===== src/rtl/tx_frame_scheduler_pkg.sv =====
// Shared types and defaults for the TX frame scheduler.
package tx_frame_scheduler_pkg;

    localparam int CC_PERIOD_DEF = 5000;
    localparam int CC_LEN_DEF    = 12;

    typedef enum logic [2:0] {
        OS_IDLE = 3'd0,
        OS_CC   = 3'd1,
        OS_SCP  = 3'd2,
        OS_ECP  = 3'd3,
        OS_DATA = 3'd4
    } tx_os_t;

    typedef tx_os_t ordered_sets_t;

    typedef enum logic [2:0] {
        ST_DOWN = 3'd0,
        ST_IDLE = 3'd1,
        ST_SCP  = 3'd2,
        ST_DATA = 3'd3,
        ST_ECP  = 3'd4
    } tx_state_t;

    function automatic logic in_frame(tx_state_t s);
        return (s == ST_SCP) || (s == ST_DATA) || (s == ST_ECP);
    endfunction

endpackage


===== src/rtl/tx_frame_scheduler_cc_timer.sv =====
// Clock-compensation timer: period counter and CC length counter.
module tx_frame_scheduler_cc_timer #(
    parameter int PERIOD = 5000,
    parameter int LEN    = 12
) (
    input  logic clk,
    input  logic rst,
    input  logic enable,
    input  logic clear,
    output logic cc_active,
    output logic wrap
);

    localparam int CW = (PERIOD > 1) ? $clog2(PERIOD) : 1;
    localparam int LW = (LEN > 1) ? $clog2(LEN) : 1;

    logic [CW-1:0] cnt;
    logic [LW-1:0] len_cnt;

    // clear outranks a wrap in the same cycle, so a lost channel never starts a CC
    assign wrap = enable && !clear && (cnt == CW'(PERIOD - 1));

    always_ff @(posedge clk or posedge rst) begin
        if (rst) begin
            cnt       <= '0;
            len_cnt   <= '0;
            cc_active <= 1'b0;
        end else if (clear) begin
            cnt       <= '0;
            len_cnt   <= '0;
            cc_active <= 1'b0;
        end else begin
            if (enable) begin
                cnt <= wrap ? '0 : cnt + CW'(1);
            end
            if (wrap) begin
                cc_active <= 1'b1;
                len_cnt   <= '0;
            end else if (cc_active) begin
                if (len_cnt == LW'(LEN - 1)) begin
                    cc_active <= 1'b0;
                    len_cnt   <= '0;
                end else begin
                    len_cnt <= len_cnt + LW'(1);
                end
            end
        end
    end

endmodule


===== src/rtl/tx_frame_scheduler.sv =====
// TX frame scheduler: SCP/DATA/ECP framing with periodic CC insertion.
// Optional counters frame_cnt/cc_cnt are enabled by AURORA_TX_STATS_EN.
module tx_frame_scheduler
    import tx_frame_scheduler_pkg::*;
#(
    parameter int CC_PERIOD = CC_PERIOD_DEF,
    parameter int CC_LEN    = CC_LEN_DEF
) (
    input  logic        clk,
    input  logic        rst,
    input  logic        channel_init_finished,
    input  logic        s_tvalid,
    input  logic        s_tlast,
    output logic        s_tready,
    output tx_os_t      os_sel,
    output logic        frame_active,
    output logic        cc_active
`ifdef AURORA_TX_STATS_EN
    ,
    output logic [15:0] frame_cnt,
    output logic [15:0] cc_cnt
`endif
);

    tx_state_t state;
    logic      cc_enable;
    logic      cc_clear;
    logic      cc_wrap;

    assign cc_enable = (state != ST_DOWN);
    assign cc_clear  = !channel_init_finished;

    tx_frame_scheduler_cc_timer #(
        .PERIOD (CC_PERIOD),
        .LEN    (CC_LEN)
    ) u_cc_timer (
        .clk       (clk),
        .rst       (rst),
        .enable    (cc_enable),
        .clear     (cc_clear),
        .cc_active (cc_active),
        .wrap      (cc_wrap)
    );

    // A running CC freezes the FSM; channel loss overrides everything
    always_ff @(posedge clk or posedge rst) begin
        if (rst) begin
            state <= ST_DOWN;
        end else if (!channel_init_finished) begin
            state <= ST_DOWN;
        end else if (!cc_active) begin
            unique case (state)
                ST_DOWN: state <= ST_IDLE;
                ST_IDLE: if (s_tvalid) state <= ST_SCP;
                ST_SCP:  state <= ST_DATA;
                ST_DATA: if (s_tvalid && s_tlast) state <= ST_ECP;
                ST_ECP:  state <= ST_IDLE;
                default: state <= ST_DOWN;
            endcase
        end
    end

    always_comb begin
        os_sel       = OS_IDLE;
        s_tready     = 1'b0;
        frame_active = in_frame(state);
        unique case (state)
            ST_SCP:  os_sel = OS_SCP;
            ST_ECP:  os_sel = OS_ECP;
            ST_DATA: begin
                s_tready = 1'b1;
                os_sel   = s_tvalid ? OS_DATA : OS_IDLE;
            end
            default: os_sel = OS_IDLE;
        endcase
        if (cc_active) begin
            os_sel   = OS_CC;
            s_tready = 1'b0;
        end
    end

`ifdef AURORA_TX_STATS_EN
    always_ff @(posedge clk or posedge rst) begin
        if (rst) begin
            frame_cnt <= '0;
            cc_cnt    <= '0;
        end else begin
            if (state == ST_ECP && !cc_active) frame_cnt <= frame_cnt + 16'd1;
            if (cc_wrap) cc_cnt <= cc_cnt + 16'd1;
        end
    end
`else
    logic unused_cc_wrap;
    assign unused_cc_wrap = cc_wrap;
`endif

endmodule

===== config.mk =====
export PLATFORM = sky130hd
export DESIGN_NAME = tx_frame_scheduler
export DESIGN_NICKNAME = d
export VERILOG_FILES = /design/src/rtl/tx_frame_scheduler_pkg.sv /design/src/rtl/tx_frame_scheduler_cc_timer.sv /design/src/rtl/tx_frame_scheduler.sv
export SDC_FILE = /design/constraint.sdc
export NUM_CORES = 1
export LEC_CHECK = 0
export BUFFER_PORTS_ARGS = -buffer_cell sky130_fd_sc_hd__buf_2
export CAP_MARGIN = 20
export CORE_MARGIN = 8
export CORE_UTILIZATION = 45
export DETAILED_ROUTE_END_ITERATION = 16
export SETUP_SLACK_MARGIN = 0.3
export SLEW_MARGIN = 20
export SYNTH_ARGS = -nofsm -noshare
export SYNTH_HDL_FRONTEND = slang
export SYNTH_SLANG_ARGS = --single-unit
export TNS_END_PERCENT = 100

===== constraint.sdc =====
create_clock -name clk -period 3.9 [get_ports clk]
set_input_delay 0.78 -clock clk [delete_from_list [all_inputs] [get_ports clk]]
set_output_delay 0.78 -clock clk [all_outputs]
set_load 0.005 [all_outputs]

==> impl_metrics.json <==
{
  "vias": 933,
  "routed_wl_um": 2310,
  "fp.dieH_um": 68.0,
  "gp_congestion": 0.749,
  "drc": 0,
  "die_w_um": 68.0,
  "synth-edff-count": 0,
  "drtIter0Drc": 63,
  "htreeDepth": 1,
  "grt_pass1_wl_um": 4060,
  "seq_area_frac_synth_pct": 43.2,
  "antenna_found_initial": 0,
  "nFillCells": 263,
  "crit_slowest_cell": "dfrtp_1",
  "peakVddDrop_mv": 0.248,
  "slew_headroom_pct": 45.9,
  "fin_crit_sh_pct": 57.9,
  "cts.hold.buffers_added": 0,
  "synth_cells": 125,
  "crit_type": "flip-flop to output port",
  "dieArea_um2": 4620,
  "synth_top_area_cell": "dfrtp_1",
  "area_growth_pct": 5.56,
  "p_leak_nw": 0.555,
  "max_freq_mhz": 443,
  "cts-root-buf": "clkbuf_4",
  "setup_tns_ns": 0,
  "clock_skew_ns": 0.00984,
  "nets": 141,
  "async_reset_ff_share_pct": 100,
  "synth_top_area_share_pct": 43.2,
  "floorplan.initialDensity_pct": 45.7,
  "ys_seq_elements": 21,
  "rsz0062_at_grt": "false",
  "synth_nets": 132,
  "ys.warnings.count": 0,
  "multiInputGateArea_um2": 632,
  "fp-row-count": 19,
  "final_util_pct": 48.2,
  "placed_area_um2": 1260,
  "drt_pass1_iterations": 4,
  "cts_buffer_depth": 2,
  "status": "finished clean",
  "drv_slew": 0,
  "seq_area_um2": 526,
  "crit_path_start_kind": "flip-flop",
  "core-area_um2": 2660,
  "ctsResizeCount": 0,
  "critPathMaxFanout": 12,
  "grt_max_degree": 22,
  "drtAntennaViolNets": 0,
  "ys_types": 39,
  "setup_violations": 0,
  "fin_crit_ns": 2.26,
  "postCtsSetupRepairBufs": 0,
  "powerDensity_nw_per_um2": 291,
  "tightestPinTransition_ns": 0.810,
  "grt.total_usage_pct": 11.2,
  "hold_class": "flip-flop to flip-flop",
  "syn_area_um2": 1220,
  "stdcell_area_um2": 1280,
  "syn_area_per_cell_um2": 9.73,
  "io_pins": 11,
  "cap_violations": 0,
  "cp-end-kind": "output port",
  "cts.sinks": 21,
  "via_per_inst": 5.69,
  "worstPathRequired_ns": 3.12,
  "cts_buffers": 3,
  "cp_cell_sequence": "nand2_1 > nor3_1 > and2_1 > buf_2",
  "cts_tree": "yes",
  "critPathMaxStageDelay_ns": 0.62,
  "clk_latency_ns": 0.30,
  "grt_pass1_vias": 906,
  "hold_violations": 0,
  "overflow": 0,
  "hold_slack_ns": 0.550,
  "synth_flop_cell": "dfrtp_1",
  "critPathTopFamily": "flip-flops",
  "drive_gt1_share_pct": 15.0,
  "dp_hpwl_um": 1660,
  "cp_num_buf_inv": 1,
  "worstPathArrival_ns": 1.48,
  "wire_per_inst_um": 14.1,
  "synth_area_leaders": "dfrtp_1 43%, xnor2_1 6.5%, nor2_1 4.6%",
  "path_clk_slew_ns": 0.12,
  "io_buffers": 10,
  "antennaDiodeCount": 0
}
==> placed cells by master (no fill, tap or decap), types with 3 or more instances in the layout <==
cell and count:
inv_1 3, clkbuf_4 3, dfrtp_1 21, mux2_2 3
and2_1 3, a21boi_1 3, buf_2 10, nor4_1 3
a21oi_1 4, nor2_1 15, o21ai_0 3, nand2_1 10
nand4_1 6, nor3_1 6, xnor2_1 9
==> worst register-to-register path, cell delays in order, from the launching register on <==
cell	delay [ns]
dfrtp_1	0.55
nor4b_4	0.61
nor4_1	0.16
xnor2_1	0.17
nor2_1	0.06
==> logic make-up (layout without fill, tap and decap cells) <==
kind of cell / count (synthesis) / after routing / share of synthesized area (%)
AOI/OAI and AO/OA: 19 / 19 / 10.6
xor gates and xnor gates: 11 / 11 / 7.92
adders and majority gates: 2 / 2 / 2.06
buffers and inverters: 9 / 17 / 4.83
DFF: 21 / 21 / 43.2
muxes: 4 / 4 / 3.60
and+or+nand+nor: 59 / 59 / 27.8
==> final timing paths <==
| check | from | end | slack (ns) | cells past startpoint |
|---|---|---|---|---|
| min reg2reg | u_cc_timer.cnt[12] | u_cc_timer.cnt[12] | 0.55 | 2 |
| max reg2reg | state[2] | u_cc_timer.cnt[9] | 2.24 | 4 |
| max | state[1] | os_sel[2] | 1.64 | 4 |
| max in group asynchronous | rst | u_cc_timer.cnt[12] | 2.78 | 2 |
| min in group asynchronous | rst | u_cc_timer.cnt[3] | 0.61 | 2 |
| min | u_cc_timer.cnt[12] | u_cc_timer.cnt[12] | 0.55 | 2 |
==> flip-flops by register name, summed over array words and instances, names as in the netlist <==
register / count
u_cc_timer.len_cnt: 4
u_cc_timer.cc_active: 1
state: 3
u_cc_timer.cnt: 13
==> per-stage QoR <==
stage          power (W)  setup WS [ns]  std cells
6_report        0.000373           1.64        164
5_1_grt         0.000394           1.48        164
4_1_cts         0.000380           1.62        164
3_5_place_dp    0.000273           1.94        160
3_3_place_gp    0.000272           1.98        160
2_1_floorplan   0.000264           2.11        125
==> area by class of cell <==
cell class | instances | share of cell area, %
Inverter | 3 | 0.877
Timing Repair Buffer | 10 | 3.90
Clock buffer | 4 | 2.05
Sequential cell | 21 | 40.9
Multi-Input combinational cell | 95 | 49.2
Tap cell | 31 | 3.02
==> routing by layer <==
layer,wire length (µm),part of all wire [%],global-route usage (%)
met5,0,0,0
met4,13,0.56,3.07
met3,78,3.4,2.95
met2,1110,48,18.1
met1,1110,48,14.5
==> cells in the mapped netlist, types with 3 or more instances <==
cell type	number
nand2_1	10
nor4_1	3
xnor2_1	9
o21ai_0	3
buf_6	3
nand4_1	6
and2_1	3
nor3_1	6
inv_1	3
dfrtp_1	21
a21oi_1	4
mux2_2	3
a21boi_1	3
nor2_1	15
==> power breakdown <==
| group | internal, W | switching, W | leakage, nW |
|---|---|---|---|
| clock network | 0.0000398 | 0.0000654 | 0.0150 |
| logic | 0.0000170 | 0.0000199 | 0.250 |
| registers | 0.000222 | 0.00000925 | 0.290 |
Power figures use the tool's default switching activity.
